### src/rtl/dot_product_datapath_pkg.sv
// Shared sizing for the dot-product datapath and its matrix-multiplier controller.
package dot_product_datapath_pkg;

  localparam int DATA_W  = 8;
  localparam int ENTRIES = 8;
  localparam int ACC_W   = 2*DATA_W + 3;
  localparam int COUNT_W = 4;

  // Controller leaves Multiply when entry_count shows this value (the last sample).
  localparam int COUNT_TERMINAL = ENTRIES - 1;

  // Saturating counter step: stops at the run length, never wraps.
  function automatic logic [COUNT_W-1:0] sat_inc(input logic [COUNT_W-1:0] cnt);
    logic [COUNT_W-1:0] nxt;
    nxt = cnt;
    if (cnt < COUNT_W'(ENTRIES)) nxt = cnt + COUNT_W'(1);
    return nxt;
  endfunction

endpackage

### src/rtl/dot_product_datapath_result_holding_reg.sv
// Held output register: result / result_valid / overrun with valid-ready consumption.
module result_holding_reg
  import dot_product_datapath_pkg::*;
#(
  parameter int RES_W = ACC_W
) (
  input  logic             clock,
  input  logic             reset,
  input  logic             load,
  input  logic [RES_W-1:0] load_data,
  input  logic             result_ready,
  output logic [RES_W-1:0] result,
  output logic             result_valid,
  output logic             overrun
);

  logic [RES_W-1:0] result_q, result_d;
  logic             valid_q, valid_d;
  logic             overrun_q, overrun_d;

  // Load beats consume; an unconsumed value being replaced flags overrun (sticky).
  always_comb begin
    result_d  = result_q;
    valid_d   = valid_q;
    overrun_d = overrun_q;
    if (load) begin
      result_d = load_data;
      valid_d  = 1'b1;
      if (valid_q && !result_ready) overrun_d = 1'b1;
    end else if (valid_q && result_ready) begin
      valid_d = 1'b0;
    end
  end

  // State update; reset is the only way to clear overrun.
  always_ff @(posedge clock) begin
    if (!reset) begin
      result_q  <= '0;
      valid_q   <= 1'b0;
      overrun_q <= 1'b0;
    end else begin
      result_q  <= result_d;
      valid_q   <= valid_d;
      overrun_q <= overrun_d;
    end
  end

  assign result       = result_q;
  assign result_valid = valid_q;
  assign overrun      = overrun_q;

endmodule

### src/rtl/dot_product_datapath.sv
// Dot-product datapath: registered product, accumulator, entry counter, held result.
module dot_product_datapath
  import dot_product_datapath_pkg::*;
#(
  parameter int P_DATA_W  = DATA_W,
  parameter int P_ENTRIES = ENTRIES,
  parameter int P_ACC_W   = ACC_W,
  parameter int P_COUNT_W = COUNT_W
) (
  input  logic                 clock,
  input  logic                 reset,
  input  logic                 load_matrix,
  input  logic                 multiply_matrix,
  input  logic                 add,
  input  logic                 done,
  input  logic [P_DATA_W-1:0]  a_in,
  input  logic [P_DATA_W-1:0]  b_in,
  output logic [P_COUNT_W-1:0] entry_count,
  output logic [P_ACC_W-1:0]   result,
  output logic                 result_valid,
  input  logic                 result_ready,
  output logic                 overrun
);

  localparam int PROD_W = 2*P_DATA_W;

  logic                 sample;
  logic [PROD_W-1:0]    p_q, p_d;
  logic                 p_valid_q, p_valid_d;
  logic [P_ACC_W-1:0]   partial_q, partial_d;
  logic [P_COUNT_W-1:0] count_q, count_d;

  // The add cycle needs no action of its own: the last product is folded in
  // because p_valid is still set, so add is only a controller-side marker.
  logic unused_add;
  assign unused_add = add;

  assign sample = load_matrix & multiply_matrix;

  // Product stage and entry counter; done ends the run and wins over a sample.
  always_comb begin
    p_d       = p_q;
    p_valid_d = sample;
    count_d   = count_q;
    if (sample) begin
      p_d = PROD_W'(a_in) * PROD_W'(b_in);
      if (count_q < P_COUNT_W'(P_ENTRIES)) count_d = count_q + P_COUNT_W'(1);
    end
    if (done) begin
      p_valid_d = 1'b0;
      count_d   = '0;
    end
  end

  // Accumulator: full-width add of each valid product, cleared by done.
  always_comb begin
    partial_d = partial_q;
    if (done)           partial_d = '0;
    else if (p_valid_q) partial_d = partial_q + P_ACC_W'(p_q);
  end

  // Datapath registers with synchronous active-low reset.
  always_ff @(posedge clock) begin
    if (!reset) begin
      p_q       <= '0;
      p_valid_q <= 1'b0;
      partial_q <= '0;
      count_q   <= '0;
    end else begin
      p_q       <= p_d;
      p_valid_q <= p_valid_d;
      partial_q <= partial_d;
      count_q   <= count_d;
    end
  end

  assign entry_count = count_q;

  result_holding_reg #(.RES_W(P_ACC_W)) u_hold (
    .clock        (clock),
    .reset        (reset),
    .load         (done),
    .load_data    (partial_q),
    .result_ready (result_ready),
    .result       (result),
    .result_valid (result_valid),
    .overrun      (overrun)
  );

endmodule

### config.mk
export PLATFORM = sky130hd
export DESIGN_NAME = dot_product_datapath
export DESIGN_NICKNAME = d
export VERILOG_FILES = /design/src/rtl/dot_product_datapath_pkg.sv /design/src/rtl/dot_product_datapath_result_holding_reg.sv /design/src/rtl/dot_product_datapath.sv
export SDC_FILE = /design/constraint.sdc
export NUM_CORES = 1
export LEC_CHECK = 0
export ABC_AREA = 1
export ABC_CLOCK_PERIOD_IN_PS = 8189
export CELL_PAD_IN_SITES_DETAIL_PLACEMENT = 0
export CELL_PAD_IN_SITES_GLOBAL_PLACEMENT = 1
export CORE_AREA = 3 3 114 116
export CTS_BUF_LIST = sky130_fd_sc_hd__clkbuf_8 sky130_fd_sc_hd__clkbuf_16
export DETAILED_ROUTE_END_ITERATION = 12
export DIE_AREA = 0 0 117 119
export GPL_ROUTABILITY_DRIVEN = 0
export PLACE_DENSITY_LB_ADDON = 0.05
export SLEW_MARGIN = 30
export SYNTH_ARGS = -nofsm -noshare
export SYNTH_HDL_FRONTEND = slang
export SYNTH_SLANG_ARGS = --single-unit
### constraint.sdc
create_clock -name clock -period 8.19 [get_ports clock]
set_input_delay 0.819 -clock clock [delete_from_list [all_inputs] [get_ports clock]]
set_output_delay 0.819 -clock clock [all_outputs]
set_load 0.01 [all_outputs]
======== After elaboration in Yosys (flattened, before gate mapping) ========
Cells that the tools add are included.
storage, ports and cells
  register bits after elaboration ......... 61
  input port bits ......................... 23
  output and inout port bits .............. 25
cells by class
  add/subtract/negate cells ............... 2
  multipliers ............................. 1
  order comparisons ....................... 1
  mux-type cells .......................... 2
  bitwise operators ....................... 2
  reduce and logical (&&, ||, !) cells .... 7
operators by type and width
  cell                 number
  $add 19x16->19       1
  $mul 8x8->16         1
  $add 4x1->4 const B  1
  $lt 4x4->1 const B   1
  $reduce_and 2->1     2
  $logic_and 1x1->1    2
  $mux 1               2
  $reduce_bool 2->1    1
  $reduce_or 2->1      1
  $and 1x1->1          1
  $logic_not 1->1      1
  $not 1->1            1

======== Logic depth before layout (Yosys ltp) ========
Gate-level depths: netlist (run 1).
  depth in word-level cells ............... 3
  mapped depth ............................ 24
  gate-level depth less buffers ........... 23

======== By module ========
From an unflattened synthesis (run 1), not the netlist that was laid out.
second synthesis, totals
  cell total of the unflattened synthesis .. 836
  area total of the unflattened synthesis .. 5591.6 um^2
modules (own cells, without submodules)
  module                times used  cells an instance  area each (um^2)
  dot_product_datapath  1           744                4839.6
  result_holding_reg    1           92                 752.0

======== Least setup slack after synthesis (run 1) ========
Ideal clock, no wire load.
  path kind ............................... input -> register
  start ................................... in a_in[0]
  end ..................................... reg p_q[10]
  setup time .............................. 0.115 ns
  data arrival time ....................... 4.345 ns
  data required time ...................... 8.075 ns
  setup slack ............................. 3.729 ns
  stages .................................. 19
  path buffers ............................ 1
  cell sequence ........................... clkbuf_1 > nand2_1 > fa_1 > fa_1 > inv_1 > fa_1 > inv_1 > fa_1 > inv_1 > ha_1 > nand2_1 > nand2_1 > inv_1 > nor2_1 > nor2_1 > nand2_1 > xor2_1 > o21ai_0 > inv_1
on the way
  word-level cells in the longest chain between the ends .. 1
ends and longest elaborated chain
  element               line                        source
  start, declared       dot_product_datapath.sv:16  input logic [P_DATA_W-1:0] a_in,
  $mul 8x8->16          dot_product_datapath.sv:46  p_d = PROD_W'(a_in) * PROD_W'(b_in);
  end signal, assigned  dot_product_datapath.sv:70  p_q <= p_d;
  end, declared         dot_product_datapath.sv:28  logic [PROD_W-1:0] p_q, p_d;
Every way passes these cells.
A chain may end at the register's enable or synchronous reset.

======== Final worst setup path (run 1) ========
  start ................................... in a_in[0]
  end ..................................... reg p_q[14]
The elaborated chain is that of the path after synthesis.

==> results_dict.tcl, run 1 <==
set metrics [dict create \
    start_util 0.461 \
    p_leak_uw 0.00363 \
    cp_cell_sequence "clkdlybuf4s50_1 > nand2_1 > fa_1 > fa_1 > inv_1 > fa_1 > inv_1 > fa_1 > inv_1 > ha_1 > nand2_1 > nand2_1 > inv_1 > nor2_1 > nor2_1 > nand2_1 > nand2_1 > nand2_1 > nand2_1 > nand3_1 > nand2_1 > inv_1" \
    wl_per_cell_um 12.4 \
    grt_overflow 0 \
    cp-end-kind "flip-flop" \
    fin_ws_ns 3.40 \
    avgSynthCellArea_um2 6.69 \
    layout-drive-gt1-share 0.0465 \
    hpwl_mm 10.0 \
    syn_inst 827 \
    setup_violations 0 \
    drv_slew 0 \
    rsz0062_at_grt "false" \
    synth_area_leaders "dfxtp_1 (22%), fa_1 (13%), nand2_1 (13%), inv_1 (13%), ha_1 (12%)" \
    seqCellArea_um2 1220 \
    yosysWarnings 0 \
    yosysTopAreaCellShare 0.221 \
    cts_hold_buffers 0 \
    clock_skew_ns 0.00546 \
    antenna_found_initial 0 \
    io_buffers 46 \
    synth_edf_count 0 \
    multi_input_area_um2 3460 \
    syn_nets 940 \
    crit_type "in2reg" \
    dp_slack_ns 3.03 \
    initialDrtViolationCount 157 \
    grt_pass1_vias 4796 \
    cp.arrival_ns 5.02 \
    post-route-util 0.531 \
    final_hold_viol_count 0 \
    yosys-top-cells-count "nand2_1 (195), inv_1 (187), nor2_1 (91), dfxtp_1 (61), ha_1 (53)" \
    dieArea_um2 13900 \
    fin_nets 968 \
    max_freq_ghz 0.209 \
    final_cells 1007 \
    tritoncts "built" \
    fin_crit_sh 0.585 \
    htree_levels 3 \
    max_stage_delay_ns 0.67 \
    postCtsSetupRepairBufs 0 \
    core_um2 12000 \
    worst_slew_pin_slew_ns 0.870 \
    ctsRootBufferMaster "clkbuf_16" \
    min_period_ns 4.79 \
    drt_first_pass_iters 4 \
    crit_path_frequent_cell "nand2_1" \
    clockBufferDepth 2 \
    ant_nets 0 \
    status "finished, final reports clean" \
    startpoint_type "input port" \
    synth_seq_cells 61 \
    worstPathRequired_ns 8.42 \
    rows 40 \
    grt_usage 0.192 \
    yosysTopAreaCell "dfxtp_1" \
    fillerInstances 1245 \
    cap_violations 0 \
    clock_latency_ns 0.33 \
    yosys_most_used_dff "dfxtp_1" \
    ys_seq_area_frac 0.221 \
    vias 4828 \
    vias_per_cell 4.79 \
    synth_cell_types 31 \
    clk_pin_slew_ns 0.05 \
    path_max_fanout 8 \
    syn_area_um2 5540 \
    route.detailed.drc 0 \
    n_antenna_cell 0 \
    ios 48 \
    area_delta_synth_final_pct 15.2 \
    die_h_um 119 \
    fin_total_pwr_uw 1200 \
    relSlewSlack 0.418 \
    wl_mm 12.5 \
    numClockSinks 61 \
    dp.cells 991 \
    grt_start_max_net_pins 30 \
    grt_pass1_wl_mm 21.6 \
    tns_ns 0 \
    min_path_type "reg2reg" \
    post-synth-top-count-cell "nand2_1" \
    ys_async_sr_fraction 0 \
    crit_slowest_cell "clkdlybuf4s50_1" \
    cts_buffers 9 \
    cts_resized 0 \
    power.density_nw_per_um2 189 \
    die_w_um 117 \
    peakVddDrop_mv 0.0812 \
]
cell type report:
| cell class | count | share of cell area |
|---|---|---|
| clock buffer | 11 | 0.0396 |
| clock inverter | 5 | 0.0116 |
| inverter | 190 | 0.112 |
| multi-input combinational | 546 | 0.543 |
| sequential | 61 | 0.192 |
| tap | 147 | 0.0288 |
| timing repair buffer | 47 | 0.0734 |
metrics by stage:
step / area, um^2 / hold WS [ns]
after CTS: 6380 / 0.478
after global placement: 6050 / 0.455
after floorplan: 5540 / 0.450
final: 6380 / 0.472
after global routing: 6380 / 0.495
after detailed placement: 6050 / 0.464
placed cells by master, fill, tap and decap left out, types with 2 or more instances in the layout:
cell             count
a21oi_1             39
a21oi_2              4
a31oi_1              4
bufinv_16            2
clkbuf_16            9
clkbuf_8             2
clkdlybuf4s50_1     46
clkinv_2             2
dfxtp_1             61
fa_1                37
ha_1                53
inv_1              188
inv_2                3
nand2_1            195
nand2_2              8
nand3_1             35
nand3_2              4
nor2_1              91
nor2_2               2
nor3_1               6
o21ai_0             43
o21bai_1             2
xnor2_1              3
xor2_1              11
metal layers:
metal	wire length, um	share of wire	GRT usage
met3	206	0.016	0.0285
met5	0	0	0
met1	5800	0.46	0.241
met4	157	0.013	0.0502
met2	6340	0.51	0.340
cells by family after synthesis:
logic type	synth area share
simple gates	0.254
buf+inv	0.154
compound gates	0.0956
fa+ha+maj	0.254
flops	0.221
xor+xnor	0.0222
flip-flops by register name, summed over array words and instances (netlist names):
register	cells
partial_q	19
u_hold.result_valid	1
p_q	16
u_hold.result	19
u_hold.overrun	1
entry_count	4
p_valid_q	1
power breakdown:
group / leakage (uW) / switching [uW] / internal (uW) / total (uW)
clock: 0.000167 / 129 / 280 / 410
sequential: 0.000499 / 12.6 / 314 / 326
combinational: 0.00296 / 282 / 186 / 468
final timing paths:
path | startpoint | to | slack (ns) | cells past startpoint
min | p_q[0] | p_q[0] | 0.47 | 2
min reg2reg | p_q[0] | p_q[0] | 0.47 | 2
max reg2reg | partial_q[0] | partial_q[14] | 6.15 | 13
max | a_in[0] | p_q[14] | 3.40 | 22
worst max-delay path: cells and delay by family:
family,cells,cell delay [ns]
adder cells (fa/ha/maj),5,2.46
buffers and inverters,6,0.90
AND/OR/NAND/NOR,11,0.81
Note: power is estimated with default switching activity, not from simulation.
==> run 2, diff against run 1 <==
--- a/config.mk
+++ b/config.mk
@@ -6,13 +6,13 @@
 export NUM_CORES = 1
 export LEC_CHECK = 0
 export ABC_AREA = 1
-export ABC_CLOCK_PERIOD_IN_PS = 8189
+export ABC_CLOCK_PERIOD_IN_PS = 4000
 export CELL_PAD_IN_SITES_DETAIL_PLACEMENT = 0
 export CELL_PAD_IN_SITES_GLOBAL_PLACEMENT = 1
-export CORE_AREA = 3 3 114 116
+export CORE_AREA = 3 3 125 127
 export CTS_BUF_LIST = sky130_fd_sc_hd__clkbuf_8 sky130_fd_sc_hd__clkbuf_16
 export DETAILED_ROUTE_END_ITERATION = 12
-export DIE_AREA = 0 0 117 119
+export DIE_AREA = 0 0 128 130
 export GPL_ROUTABILITY_DRIVEN = 0
 export PLACE_DENSITY_LB_ADDON = 0.05
 export SLEW_MARGIN = 30
==> constraint.sdc (replaced) <==
create_clock -name clock -period 4 [get_ports clock]
set_input_delay 0.4 -clock clock [delete_from_list [all_inputs] [get_ports clock]]
set_output_delay 0.4 -clock clock [all_outputs]
set_load 0.01 [all_outputs]
==> results_dict.tcl, run 2 (synthesized netlist as in run 1, its figures left out) <==
set metrics [dict create \
    route.detailed.drc 0 \
    tritoncts "built" \
    crit_buf_inv 6 \
    grt_overflow 0 \
    grt_pass1_wl_mm 23.5 \
    die_w_um 128 \
    clock_skew_ns 0.00544 \
    r2r_start "partial_q[0]" \
    clockBufferDepth 2 \
    cp_cell_sequence "clkdlybuf4s15_1 > buf_4 > nand2_1 > inv_1 > fa_2 > fa_1 > inv_1 > fa_1 > fa_1 > inv_1 > ha_4 > nand2_1 > o21ai_2 > nand2_1 > nand2_2 > nand2_1 > nand3_1 > nand3_1 > nand2_1 > inv_1" \
    busiest_layer "met2" \
    grt_pass1_vias 5184 \
    startpoint_type "input port" \
    n_antenna_cell 0 \
    wl_mm 13.9 \
    vias 4994 \
    rows 44 \
    dieArea_um2 16600 \
    io_buffers 46 \
    cp-end-kind "flip-flop" \
    ctsRootBufferMaster "clkbuf_16" \
    ios 48 \
    fin_crit_sh 0.937 \
    crit_type "in2reg" \
    drv_slew 0 \
    rsz0062_at_grt "false" \
    clk_pin_slew_ns 0.06 \
    cp.arrival_ns 3.97 \
    cts_buffers 9 \
    cts_hold_buffers 0 \
    crit_slowest_cell "fa_1" \
    final_hold_viol_count 0 \
    worst_hold_slack_ns 0.470 \
    worstPathRequired_ns 4.23 \
    mostFrequentLayoutCell "nand2_1" \
    worst_slew_pin_slew_ns 0.617 \
    max_freq_ghz 0.267 \
    fin_nets 1011 \
    path_max_fanout 5 \
    relSlewSlack 0.588 \
    vias_per_cell 4.59 \
    antenna_found_initial 0 \
    hp-start "u_hold.overrun" \
    power.density_nw_per_um2 409 \
    cap_violations 0 \
    p_leak_uw 0.00385 \
    use_met3 0.0184 \
    gr-usage-met2 0.332 \
    fin_total_pwr_uw 2780 \
    peakVddDrop_mv 0.193 \
    clock_latency_ns 0.33 \
    met1_usage 0.205 \
    area_delta_synth_final_pct 22.6 \
    cpLargestDelayFamily "adder cells" \
    ant_nets 0 \
    setup_violations 0 \
    wl_per_cell_um 12.8 \
    layout-drive-gt1-share 0.125 \
    start_util 0.381 \
    status "finished, final reports clean" \
    grt_usage 0.177 \
    core_um2 14500 \
    die_h_um 130 \
    min_path_type "reg2reg" \
    numClockSinks 61 \
    htree_levels 3 \
    min_period_ns 3.75 \
    postCtsSetupRepairBufs 0 \
    hpwl_mm 11.4 \
    drt_first_pass_iters 4 \
    max_stage_delay_ns 0.54 \
    cp-startpoint "a_in[2]" \
    crit_path_frequent_cell "nand2_1" \
    final_cell_mix "nand2_1 (190), inv_1 (184), nor2_1 (89)" \
    tns_ns 0 \
    initialDrtViolationCount 204 \
    grt_start_max_net_pins 26 \
]
run 2: cell types whose count changed in the layout (fill, tap and decap cells not counted), sizes merged:
cell / delta
inv: -1
buf: +43
clkdlybuf4s15: +1
bufinv: -1
clkinv: +3
dlymetal6s2s: +3
clkbuf: +9
clkdlybuf4s50: -14
run 2: power by group:
part,leakage [uW],switching [uW],internal [uW]
Combinational,0.00320,693,640
Sequential,0.000499,23.9,642
Clock,0.000152,281,497
run 2: stage by stage:
stage / cell area (um^2) / util / setup slack (ns) / instances
3_5_place_dp: 6420 / 0.442 / -0.726 / 1071
3_3_place_gp: 6420 / 0.442 / -0.610 / 1071
2_1_floorplan: 5540 / - / 0.0250 / 827
6_report: 6790 / 0.467 / 0.254 / 1087
5_1_grt: 6790 / 0.467 / 0.0200 / 1087
4_1_cts: 6770 / 0.466 / 0.0150 / 1087
run 2: area by class of cell:
type                    count  area (um^2)
clock buffers              10          239
multi-input cells         546         3570
fillers                  1559         7750
flip-flops and latches     61         1220
clock inverters             6         62.6
well taps                 184          230
repair buffers             90          756
inverters                 190          713
run 2: what timing repair did:
item,CTS,global route
pin swaps,8,14
resized for setup,22,35
setup endpoints to repair,9,9
run 2: path summary, 6_finish.rpt:
kind                            slack, ns  cells past startpoint        endpoint
worst max register to register       1.92                     13   partial_q[14]
worst max-delay path                 0.25                     20         p_q[13]
worst min-delay path                 0.47                      1  u_hold.overrun
worst min register to register       0.47                      1  u_hold.overrun
run 2: metal layers:
metal	up-vias	wire length [um]
met3	23	207
li1	2630	-
met2	47	7040
met1	2294	6220
met5	-	0
met4	0	452
